==> src/rtl/codec_ctrl_arbiter.sv <==
// rtl/codec_ctrl_arbiter.sv - round-robin arbiter sharing the codec SPI write path and CS latch pulse
module codec_ctrl_arbiter #(
  parameter int NREQ          = 4,
  parameter int CS_LOW_CYCLES = 4,
  parameter int GAP_CYCLES    = 8
) (
  input  logic                    clk,
  input  logic                    reset,
  input  logic                    enable,
  input  logic [NREQ-1:0]         req,
  input  logic [7*NREQ-1:0]       req_addr,
  input  logic [9*NREQ-1:0]       req_data,
  output logic [NREQ-1:0]         ack,
  output logic                    busy,
  output logic [$clog2(NREQ)-1:0] grant_id,
  output logic [15:0]             spi_data,
  output logic                    spi_trg,
  input  logic                    spi_rdy,
  output logic                    cs
);

  localparam int IW   = $clog2(NREQ);
  localparam int CMAX = (CS_LOW_CYCLES > GAP_CYCLES) ? CS_LOW_CYCLES : GAP_CYCLES;
  localparam int CW   = $clog2(CMAX + 1);

  localparam logic [IW-1:0] LAST_REQ = IW'(NREQ - 1);
  localparam logic [CW-1:0] CS_LAST  = CW'(CS_LOW_CYCLES - 1);
  localparam logic [CW-1:0] GAP_LAST = CW'(GAP_CYCLES - 1);

  typedef enum logic [2:0] {
    IDLE,
    LOAD,
    WAIT_START,
    WAIT_DONE,
    LATCH,
    GAP
  } state_t;

  state_t        state;
  logic [IW-1:0] rr_ptr;
  logic [CW-1:0] cnt;

  logic          any_req;
  logic          hi_found;
  logic [IW-1:0] hi_win;
  logic [IW-1:0] lo_win;
  logic [IW-1:0] winner;
  logic [6:0]    win_addr;
  logic [8:0]    win_data;

  // Lowest requester above rr_ptr wins; otherwise wrap to the lowest requester overall.
  always_comb begin
    any_req  = 1'b0;
    hi_found = 1'b0;
    hi_win   = '0;
    lo_win   = '0;
    for (int i = NREQ - 1; i >= 0; i--) begin
      if (req[i]) begin
        any_req = 1'b1;
        lo_win  = IW'(i);
        if (IW'(i) > rr_ptr) begin
          hi_found = 1'b1;
          hi_win   = IW'(i);
        end
      end
    end
    winner = hi_found ? hi_win : lo_win;
  end

  always_comb begin
    win_addr = '0;
    win_data = '0;
    for (int i = 0; i < NREQ; i++) begin
      if (winner == IW'(i)) begin
        win_addr = req_addr[7*i +: 7];
        win_data = req_data[9*i +: 9];
      end
    end
  end

  always_ff @(posedge clk) begin
    if (reset) begin
      state    <= IDLE;
      rr_ptr   <= LAST_REQ;
      cnt      <= '0;
      grant_id <= '0;
      spi_data <= '0;
      spi_trg  <= 1'b0;
      busy     <= 1'b0;
      cs       <= 1'b1;
      ack      <= '0;
    end else begin
      spi_trg <= 1'b0;
      ack     <= '0;
      unique case (state)
        IDLE: begin
          if (enable && spi_rdy && any_req) begin
            rr_ptr   <= winner;
            grant_id <= winner;
            spi_data <= {win_addr, win_data};
            busy     <= 1'b1;
            spi_trg  <= 1'b1;
            state    <= LOAD;
          end
        end
        LOAD: begin
          state <= WAIT_START;
        end
        WAIT_START: begin
          if (!spi_rdy) begin
            state <= WAIT_DONE;
          end
        end
        WAIT_DONE: begin
          if (spi_rdy) begin
            cs    <= 1'b0;
            cnt   <= '0;
            state <= LATCH;
          end
        end
        LATCH: begin
          if (cnt == CS_LAST) begin
            cs            <= 1'b1;
            ack[grant_id] <= 1'b1;
            cnt           <= '0;
            state         <= GAP;
          end else begin
            cnt <= cnt + CW'(1);
          end
        end
        GAP: begin
          if (cnt == GAP_LAST) begin
            busy  <= 1'b0;
            cnt   <= '0;
            state <= IDLE;
          end else begin
            cnt <= cnt + CW'(1);
          end
        end
        default: begin
          state <= IDLE;
        end
      endcase
    end
  end

  ack_onehot: assert property (@(posedge clk) disable iff (reset) $onehot0(ack));
  trg_needs_rdy: assert property (@(posedge clk) disable iff (reset)
    (state == IDLE && !spi_rdy) |=> !spi_trg);

endmodule
==> config.mk <==
export PLATFORM = sky130hd
export DESIGN_NAME = codec_ctrl_arbiter
export DESIGN_NICKNAME = d
export VERILOG_FILES = /design/src/rtl/codec_ctrl_arbiter.sv
export SDC_FILE = /design/constraint.sdc
export NUM_CORES = 1
export LEC_CHECK = 0
export CORE_ASPECT_RATIO = 1.1
export CORE_MARGIN = 8
export CORE_UTILIZATION = 43
export DETAILED_ROUTE_END_ITERATION = 7
export PLACE_DENSITY = 0.85
export RECOVER_POWER = 25
export SYNTH_ARGS = -nofsm -noshare
export SYNTH_HDL_FRONTEND = slang
export SYNTH_SLANG_ARGS = --single-unit
==> constraint.sdc <==
create_clock -name clk -period 5.12 [get_ports clk]
set_clock_uncertainty 0.15 [all_clocks]
set_input_delay 0.512 -clock clk [delete_from_list [all_inputs] [get_ports clk]]
set_output_delay 0.512 -clock clk [all_outputs]
set_load 0.02 [all_outputs]
==> run_results.csv, run 1 <==
group,metric,value,unit
clock_tree,clk_latency,0.27,ns
synth,synth-compound-area-share,13.01,%
clock_tree,cts_setup_buffers,0,
flow_run,cap_violations,0,
final_layout,nets,366,
placement,dp_hpwl,4.141,mm
critical_path,crit_path_end_kind,"register",
clock_tree,cts_resized,0,
critical_path,rrSetupSlack,2.56,ns
critical_path,setup.worst_path.class,"in -> reg",
final_layout,nFillCells,370,
timing,setup_violations,0,
synth,syn_nets,275,
route,drt_iter0_markers,120,
placement,dpl_worst_slack,1.894,ns
final_layout,seqCellArea,680.7,sq um
final_layout,multiInputGateArea,1149,sq um
clock_tree,path_clk_slew,0.07,ns
route,dr.pass1.iters,4,
placement,post-place-cells,340,
timing,finalCriticalPeriod,2.905,ns
final_layout,drive_gt1_share,12.59,%
timing,relSlewSlack,32.75,%
critical_path,arrival,2.87,ns
timing,rsz0062_at_grt,"false",
synth,synth_fa_ha_area_share,0.6472,%
clock_tree,hold_buffers,0,
power,totalPowerFinal,690.9,uW
power,p_leak,0.001140,uW
global_route,grt_pass1_vias,1805,
final_layout,fin_cells,348,
route,totalWireLength,5.336,mm
synth,yosys-mux-area-fraction,25.89,%
synth,ys_seq_elements,34,
critical_path,r2r_end,"spi_data[10]",
floorplanning,fp.dieW,79.93,microns
synth,synthXorXnorAreaFrac,0.4531,%
synth,synth.cell_area,1933,sq um
timing,slew_viol_final,0,
final_layout,fin_util,69.01,%
final_layout,final_cell_mix,"clkdlybuf4s50_1 (87), dfxtp_1 (34), mux2i_1 (32)",
critical_path,reg2reg_depth,4,
synth,yosys.area_share.simple,19.35,%
global_route,grt_antenna_before_repair,0,
global_route,grt_max_degree,34,
min_path,hold_class,"reg -> reg",
run_status,outcome,"completed",
floorplanning,rows,25,
clock_tree,cts-root-buf,"clkbuf_8",
route,vias_per_cell,5.227,
synth,synth_top_family_by_area,"multiplexers",
clock_tree,cts-buffers-inserted,5,
floorplanning,io_pins,97,
floorplanning,core_area,4317,sq um
clock_tree,htreeDepth,2,
timing,setup_ws,2.215,ns
timing,tightest_slew,1.005,ns
critical_path,startpoint,"req[0]",
power,powerDensity,231.9,nW/um^2
timing,timing.fmax,344.2,MHz
timing,fin_setup_tns,0,ns
critical_path,worstSetupStartpointType,"input port",
synth,ys_seq_area_share,35.21,%
clock_tree,cts_tree,"done",
route,vias,1819,
min_path,hold_path_startpoint,"cs",
clock_tree,clockBufferDepth,2,
min_path,hold_path_end,"cs",
critical_path,r2r-start,"state[0]",
placement,portBuffers,96,
synth,netlist-cell-type-count,41,
floorplanning,die_area,6900,sq um
placement,globalplace.congestion,0.7609,
timing,timing.final.crit_share,56.74,%
synth,netlist_instances,202,
synth,yosysWarningCount,0,
route,ant_nets,0,
critical_path,critical_path.max_fanout,25,
route,post_drt_wl_per_cell,15.33,microns
clock_tree,clock-sinks,34,
global_route,grt_overflow,0,
global_route,grt_pass1_wl,8.631,mm
power,ir_drop,138.5,uV
critical_path,crit_required,5.09,ns
min_path,hold_depth,2,
final_layout,syn_to_final_growth,54.11,%
synth,syn_avg_cell_area,9.570,sq um
floorplanning,die_height,86.32,microns
timing,timing.final.hold_violations,0,
final_layout,num_antenna_cells,0,
route,drc,0,
global_route,grt_util_all_layers,15.19,%
floorplanning,start_util,44.78,%
final_layout,mostFrequentLayoutCell,"clkdlybuf4s50_1",
report_power, final:
group          total [uW]  switching (uW)  internal (uW)
registers             288            9.62            278
logic                 205            83.3            122
clock network         198            89.5            108
worst max-delay path, cell delays in order:
cell             delay [ns]
clkdlybuf4s50_1        0.48
nor4_1                 0.32
or4b_1                 0.67
or2_1                  0.67
o21ai_0                0.22
sequential cells by signal, summed over array words and instances (netlist names):
name	cells
state	3
spi_data	16
grant_id	2
ack	4
cs	1
spi_trg	1
busy	1
rr_ptr	2
cnt	4
cell families after synthesis:
family	Yosys count
simple gates	62
mux	48
compound gates	37
flops	34
buf+inv	19
xor+xnor	1
fa+ha+maj	1
cells in the mapped netlist, drive strengths merged:
library cell  instances  area [sq um]
nor3                  2         10.01
o21ai                22         143.9
or2                   2         12.52
a211oi                1         7.510
nand3                 2         10.01
and3                  2         12.51
nand2b                1         6.260
nor2b                10         62.56
nor4                  3         18.77
ha                    1         12.51
o2111ai               1         8.760
o21bai                1         7.510
or4b                  1         10.01
or3b                  1         8.760
mux2i                32         320.3
mux2                 16         180.2
xor2                  1         8.760
dfxtp                34         680.7
a211o                 1         8.760
a21oi                 8         40.04
o311ai                2         25.03
clkbuf                5         18.77
nor2                 11         43.80
o311a                 1         10.01
nand4b                1         8.760
and2                  1         6.260
or3                   1         6.260
nand3b               16         120.1
buf                   8         63.80
inv                   6         22.52
nand4                 1         6.260
nand2                 6         22.52
nor4b                 1         8.760
through the flow:
step           hold WS [ns]  cell area [sq um]
6_report             0.3055               2979
5_1_grt              0.3295               2979
4_1_cts              0.3176               2979
3_5_place_dp         0.3001               2888
3_3_place_gp         0.3003               2888
2_1_floorplan        0.3151               1933
worst max-delay path by stage:
stage                     slack, ns            to  cells past startpoint
after floorplan                3.02  spi_data[14]                      7
after global placement         2.01  spi_data[13]                      5
after detailed placement       1.89  spi_data[10]                      5
after CTS                      2.21  spi_data[10]                      5
after global routing           2.01  spi_data[10]                      5
final                          2.22  spi_data[10]                      5
routing by layer:
layer	up-vias	share of wire (%)	global-route usage [%]
met1	827	44	17.63
met3	4	7.9	4.969
met4	0	0.67	4.967
li1	912	-	-
met5	-	0	0
met2	76	48	25.39
layout make-up:
class | count | share of cell area [%]
clock inverters | 1 | 0.1680
well taps | 54 | 2.268
inverters | 6 | 0.7560
flip-flops and latches | 34 | 22.85
multi-input cells | 149 | 38.56
clock buffers | 7 | 2.898
repair buffers | 97 | 32.51
(Power assumes the default switching activity.)
==> run 2, diff against run 1 <==
CORE_UTILIZATION = 40   (was 43)
PLACE_DENSITY = 0.8   (was 0.85)
clock period = 2.9 ns   (was 5.12 ns; I/O delays follow)
==> run_results.csv, run 2 (synthesis gave the netlist of run 1 again) <==
group,metric,value,unit
global_route,grt_pass1_vias,1853,
clock_tree,clockBufferDepth,2,
placement,portBuffers,96,
global_route,grt_pass1_wl,8.687,mm
global_route,grt_overflow,0,
critical_path,arrival,2.31,ns
floorplanning,start_util,41.55,%
final_layout,final_cell_mix,"clkdlybuf4s50_1 (90), dfxtp_1 (34), mux2i_1 (32)",
floorplanning,rows,26,
floorplanning,die_area,7316,sq um
placement,dp_hpwl,4.224,mm
route,post_drt_wl_per_cell,15.47,microns
final_layout,num_antenna_cells,0,
final_layout,mostFrequentLayoutCell,"clkdlybuf4s50_1",
power,totalPowerFinal,1309,uW
route,drc,0,
critical_path,worstSetupStartpointType,"input port",
critical_path,setup.worst_path.class,"in -> reg",
timing,timing.fmax,444.6,MHz
clock_tree,htreeDepth,2,
critical_path,crit_path_end_kind,"register",
global_route,grt_max_degree,33,
route,drt_iter0_markers,61,
critical_path,critical_path.max_fanout,14,
timing,tightest_slew,1.205,ns
route,dr.pass1.iters,4,
final_layout,reg_top3,"spi_data (16), ack (4), cnt (4)",
timing,slew_viol_final,0,
clock_tree,cts_setup_buffers,0,
route,totalWireLength,5.476,mm
timing,timing.final.hold_violations,0,
timing,relSlewSlack,19.69,%
critical_path,crit_required,2.96,ns
power,powerDensity,429.0,nW/um^2
final_layout,largest_reg_flops,16,
power,p_leak,0.001169,uW
flow_run,cap_violations,0,
final_layout,syn_to_final_growth,57.80,%
clock_tree,cts-buffers-inserted,5,
global_route,grt_util_all_layers,15.06,%
placement,globalplace.congestion,0.7735,
power,ir_drop,267.3,uV
final_layout,nets,370,
route,ant_nets,0,
placement,placed_cell_area,2945,sq um
timing,fin_setup_tns,0,ns
clock_tree,path_clk_slew,0.07,ns
clock_tree,clk_latency,0.28,ns
floorplanning,die_height,88.91,microns
timing,setup_violations,0,
clock_tree,cts-root-buf,"clkbuf_8",
floorplanning,io_pins,97,
run_status,outcome,"completed",
final_layout,regMostFlops,"spi_data",
route,vias,1789,
floorplanning,fp.dieW,82.28,microns
global_route,grt_antenna_before_repair,0,
floorplanning,core_area,4652,sq um
timing,rsz0062_at_grt,"false",
final_layout,nFillCells,399,
clock_tree,cts_tree,"done",
final_layout,fin_area,3050,sq um
clock_tree,hold_buffers,0,
final_layout,drive_gt1_share,13.76,%
timing,finalCriticalPeriod,2.249,ns
route,vias_per_cell,5.054,
timing,timing.final.crit_share,77.56,%
min_path,hold_class,"reg -> reg",
clock_tree,clock-sinks,34,
clock_tree,cts_resized,0,
-- run 2: critical path, cell delays in order --
cell and delay [ns]:
clkdlybuf4s50_1 0.55, or3b_2 0.46, o311a_2 0.27, buf_12 0.22
mux2i_1 0.12, mux2_2 0.26, o21ai_0 0.13
-- run 2: final timing paths --
kind,startpoint,endpoint,slack [ns],cells past startpoint
max,req[1],spi_data[10],0.65,7
max reg2reg,state[0],spi_data[11],0.86,4
min reg2reg,cs,cs,0.32,2
min,cs,cs,0.32,2
-- run 2: report_power, final --
| part | switching (uW) | internal [uW] | total [uW] |
|---|---|---|---|
| Clock | 173 | 253 | 426 |
| Sequential | 16.9 | 491 | 508 |
| Combinational | 148 | 226 | 375 |
-- run 2: area by class of cell --
type                            instances  area, sq um  area share (%)
Clock buffer                            5        68.82           2.256
Tap cell                               56        70.07           2.297
Sequential cell                        34        680.7           22.31
Timing Repair Buffer                  101         1020           33.43
Clock inverter                          3        40.04           1.313
Inverter                                6        22.52          0.7383
Multi-Input combinational cell        149         1149           37.65
-- run 2: layer usage --
layer	up-vias	global-route usage, %	part of all wire, %
met1	807	17.48	42
met5	-	0	0
met3	5	4.326	7.2
met2	55	26.16	50
met4	0	3.834	0.84
li1	922	-	-
-- run 2: metrics by stage --
| step | util (%) | cells | setup WS (ns) | hold WS [ns] |
|---|---|---|---|---|
| final | 65.57 | 354 | 0.6506 | 0.3188 |
| after detailed placement | 63.31 | 346 | 0.3674 | 0.2963 |
| after global placement | 63.31 | 346 | 0.4028 | 0.3031 |
| after CTS | 65.65 | 354 | 0.6625 | 0.3200 |
| after global routing | 65.57 | 354 | 0.5719 | 0.3519 |
| after floorplan | - | 202 | 0.9777 | 0.3005 |
==> run 3, diff against run 2 <==
CORE_UTILIZATION = 36   (was 40)
PLACE_DENSITY = 0.76   (was 0.8)
clock period = 1.8 ns   (was 2.9 ns; I/O delays follow)
==> run_results.csv, run 3 (synthesis gave the netlist of run 1 again) <==
group,metric,value,unit
global_route,grt_max_degree,25,
critical_path,crit_required,1.87,ns
final_layout,drive_gt1_share,18.39,%
global_route,grt_pass1_vias,1949,
final_layout,seqCellArea,685.7,sq um
clock_tree,clock-sinks,34,
power,p_leak,0.001256,uW
min_path,hold_class,"reg -> reg",
run_status,violations,"negative setup slack",
timing,setup_ws,-0.002594,ns
timing,hold_ws,0.3078,ns
clock_tree,hold_buffers,0,
critical_path,crit_path_end_kind,"register",
flow_run,cap_violations,0,
clock_tree,cts_tree,"done",
final_layout,final_cell_mix,"clkdlybuf4s50_1 (88), mux2i_1 (32), dfxtp_1 (30)",
route,drc,0,
final_layout,largest_reg_flops,16,
floorplanning,io_pins,97,
clock_tree,cts-buffers-inserted,5,
floorplanning,core_area,5290,sq um
clock_tree,cts-root-buf,"clkbuf_8",
critical_path,worstSetupStartpointType,"register",
timing,timing.final.crit_share,100.1,%
route,drt_iter0_markers,62,
clock_tree,clk_latency,0.29,ns
placement,globalplace.congestion,0.8234,
route,post_drt_wl_per_cell,15.32,microns
clock_tree,cts_setup_buffers,0,
power,powerDensity,646.9,nW/um^2
global_route,grt_pass1_wl,9.308,mm
critical_path,setup.worst_path.class,"reg -> reg",
placement,dp_hpwl,4.479,mm
route,vias,1865,
power,totalPowerFinal,2084,uW
route,dr.pass1.iters,4,
timing,timing.fmax,554.8,MHz
floorplanning,start_util,36.54,%
final_layout,regMostFlops,"spi_data",
final_layout,reg_top3,"spi_data (16), ack (4), cnt (4)",
global_route,grt_antenna_before_repair,0,
clock_tree,path_clk_slew,0.07,ns
final_layout,syn_to_final_growth,66.67,%
final_layout,nFillCells,479,
final_layout,multiInputGateArea,1190,sq um
critical_path,critical_path.max_fanout,8,
final_layout,num_antenna_cells,0,
floorplanning,fp.dieW,85.87,microns
timing,timing.final.hold_violations,0,
global_route,grt_util_all_layers,14.84,%
clock_tree,htreeDepth,2,
floorplanning,die_area,7973,sq um
critical_path,arrival,1.87,ns
timing,setup_violations,1,
timing,rsz0062_at_grt,"true",
timing,relSlewSlack,72.67,%
floorplanning,rows,28,
clock_tree,clockBufferDepth,2,
timing,tightest_slew,0.4057,ns
power,ir_drop,285.9,uV
route,ant_nets,0,
timing,slew_viol_final,0,
final_layout,nets,382,
floorplanning,die_height,92.86,microns
placement,portBuffers,96,
run_status,outcome,"finished with violations",
timing,finalCriticalPeriod,1.803,ns
placement,dpl_worst_slack,-0.4220,ns
route,vias_per_cell,4.844,
route,totalWireLength,5.900,mm
final_layout,mostFrequentLayoutCell,"clkdlybuf4s50_1",
global_route,grt_overflow,0,
## run 3: metal layers
layer	GRT usage, %	up-vias	part of all wire [%]
met5	0	-	0
met4	6.871	0	2.2
met3	5.049	9	6.1
met2	25.18	63	49
met1	16.25	846	42
li1	-	947	-
## run 3: cell type report
cell class,count,area share (%)
Sequential cell,34,21.28
Inverter,6,0.6990
Tap cell,75,2.913
Clock inverter,1,0.1553
Multi-Input combinational cell,149,36.93
Timing Repair Buffer,113,35.34
Clock buffer,7,2.680
## run 3: stage by stage
| stage | instances | utilization (%) | instance area [sq um] | TNS [ns] |
|---|---|---|---|---|
| 4_1_cts | 385 | 60.86 | 3219 | -0.0008149 |
| 3_5_place_dp | 376 | 58.30 | 3084 | -8.586 |
| 6_report | 385 | 60.90 | 3222 | -0.002594 |
| 5_1_grt | 385 | 60.90 | 3222 | -0.5218 |
| 2_1_floorplan | 202 | - | 1972 | -0.006622 |
| 3_3_place_gp | 376 | 58.30 | 3084 | -7.947 |
## run 3: where the power goes
| group | internal (uW) | leakage [uW] | switching, uW | total (uW) |
|---|---|---|---|---|
| Combinational | 417 | 0.000931 | 267 | 684 |
| Clock | 308 | 0.0000482 | 273 | 581 |
| Sequential | 793 | 0.000277 | 26.2 | 819 |
| Total | 1520 | 0.00126 | 566 | 2080 |
## run 3: final timing paths
path                  start           to  slack, ns  cells after the start
hold / removal         busy         busy       0.31                      2
setup / recovery  rr_ptr[1]  spi_data[5]     -0.003                      6
setup reg to reg  rr_ptr[1]  spi_data[5]     -0.003                      6
hold reg to reg        busy         busy       0.31                      2
## run 3: critical path, stage by stage (launching register included)
cell	delay (ns)
dfxtp_2	0.33
or3b_4	0.39
o311a_4	0.17
buf_6	0.17
mux2i_1	0.12
mux2_2	0.28
o21ai_2	0.12
## run 3: repair_timing
| item | in CTS | in global routing |
|---|---|---|
| gates cloned | 1 | 0 |
| endpoints found under the setup margin | 20 | 16 |
| pin swaps | 3 | 0 |
| gates resized for setup | 11 | 7 |
==> RTL change (flow settings as in run 2) <==
The parameter `NREQ` goes from 4 to 8.
--- a/src/rtl/codec_ctrl_arbiter.sv
+++ b/src/rtl/codec_ctrl_arbiter.sv
@@ -1,5 +1,5 @@
 // rtl/codec_ctrl_arbiter.sv - round-robin arbiter sharing the codec SPI write path and CS latch pulse
 module codec_ctrl_arbiter #(
-  parameter int NREQ          = 4,
+  parameter int NREQ          = 8,
   parameter int CS_LOW_CYCLES = 4,
   parameter int GAP_CYCLES    = 8
Interface: changed (5 resized); port bits go from 97 to 170. The function was not compared with the original's and may differ.
==> RTL change against run 2 <==
Cell count is 94% higher. Sequential cell count is 6 higher. Setup slack worse by 0.38 ns. Synthesized cell count is 100% higher. Highest routed layer unchanged. Wire length is 150% higher. Design area is 67% higher. Total power is 64% higher. Synthesized area is 51% higher.
==> RTL change: results (changes against run 2) <==
| Metric | Value |
|---|---|
| Status | `completed (unchanged)` |
| Post-Syn Instances | `413 (was 202)` |
| Hold Worst Slack | `0.315 ns (was 0.319 ns)` |
| Adder-Cell Fraction of Synth Area | `0.00428 (was 0.00647)` |
| Main power group | `combinational logic (was registers)` |
| Critical path arrival | `2.66 ns (was 2.31 ns)` |
| Hold path start | `spi_data[5]$_SDFFE_PP0P_ (was cs$_SDFFE_PP1P_)` |
| Routing usage on met2 | `0.447 (was 0.262)` |
| Multiplexer share of the synthesized area | `0.0282 (was 0.259)` |
| Leakage | `1.98 nW (was 1.17 nW)` |
| Final instance area | `5080 um2 (was 3050 um2)` |
| Pre-CTS setup slack | `-0.0393 ns (was 0.367 ns)` |
| Worst r2r src | `rr_ptr[1]$_SDFFE_PP1P_ (was state[0]$_SDFFE_PP0P_)` |
| Num rows | `32 (was 26)` |
| Clock Power | `0.000409 W (was 0.000426 W)` |
| GR Util met1 | `0.263 (was 0.175)` |
| Worst reg2reg path depth | `8 (was 4)` |
| Share of layout cells above drive strength 1 | `0.105 (was 0.138)` |
| Relative slew slack | `0.480 (was 0.197)` |
| Synth top area cells | `dfxtp_1 (27%), nand3_1 (6.7%), nand2_1 (5.6%) (was dfxtp_1 (35%), mux2i_1 (17%), mux2_2 (8.7%))` |
| Routing usage on met3 | `0.0908 (was 0.0433)` |
| Top flop regs | `spi_data (16), ack (8), cnt (4) (was spi_data (16), ack (4), cnt (4))` |
| Met2 WL post-DR | `6710 um (was 2750 um)` |
| Comb pwr | `0.00112 W (was 0.000375 W)` |
| Number of vias per cell | `5.91 (was 5.05)` |
| Routability-driven placement congestion ratio | `0.915 (was 0.774)` |
| Mapped Nets | `554 (was 275)` |
| XOR/XNOR Fraction of Synth Area | `0.00299 (was 0.00453)` |
| DPL Wire Length | `10900 um (was 4220 um)` |
| Compound-cell area share of the yosys netlist | `0.338 (was 0.130)` |
| Peak Freq | `380 MHz (was 445 MHz)` |
| Aggregate global-route resource usage | `0.252 (was 0.151)` |
| Inst Count DP | `679 (was 346)` |
| Critical Path Fanout Max | `39 (was 14)` |
| Register area share after synthesis | `0.274 (was 0.352)` |
| Largest net degree at the start of global routing | `40 (was 33)` |
| Clock Power Share | `0.191 (was 0.325)` |
| Met3 WL post-DR | `1170 um (was 396 um)` |
| Placed Area | `4990 um2 (was 2950 um2)` |
| Peak supply drop | `0.295 mV (was 0.267 mV)` |
| Library cells used by synthesis | `52 (was 41)` |
[RTL change: cell count changes in the layout (fill, tap and decap cells not counted), moves of 14 or more]
cell / run 2 / this run
o21ai_0: 10 / 32
a21oi_1: 8 / 28
buf_4: 2 / 43
nand2_1: 6 / 44
nand3b_1: 16 / 2
or3_1: 1 / 26
nand3_1: 2 / 39
mux2i_1: 32 / 6
nor2_1: 10 / 35
clkdlybuf4s50_1: 90 / 156
[RTL change: worst max-delay path: stages]
cell and delay (ns):
clkdlybuf4s50_1 0.57, nor2b_1 0.20, o21ai_0 0.09, a21oi_1 0.20, buf_4 0.22, or2_1 0.17
buf_12 0.20, buf_4 0.17, a21oi_1 0.04, o41ai_1 0.43, a211oi_1 0.08
[RTL change: final cells by class]
class                           instances  area share
Sequential cell                        40       0.158
Inverter                                7     0.00517
Clock inverter                          2     0.00197
Multi-Input combinational cell        331       0.389
Tap cell                               85      0.0209
Clock buffer                            6      0.0162
Timing Repair Buffer                  216       0.409
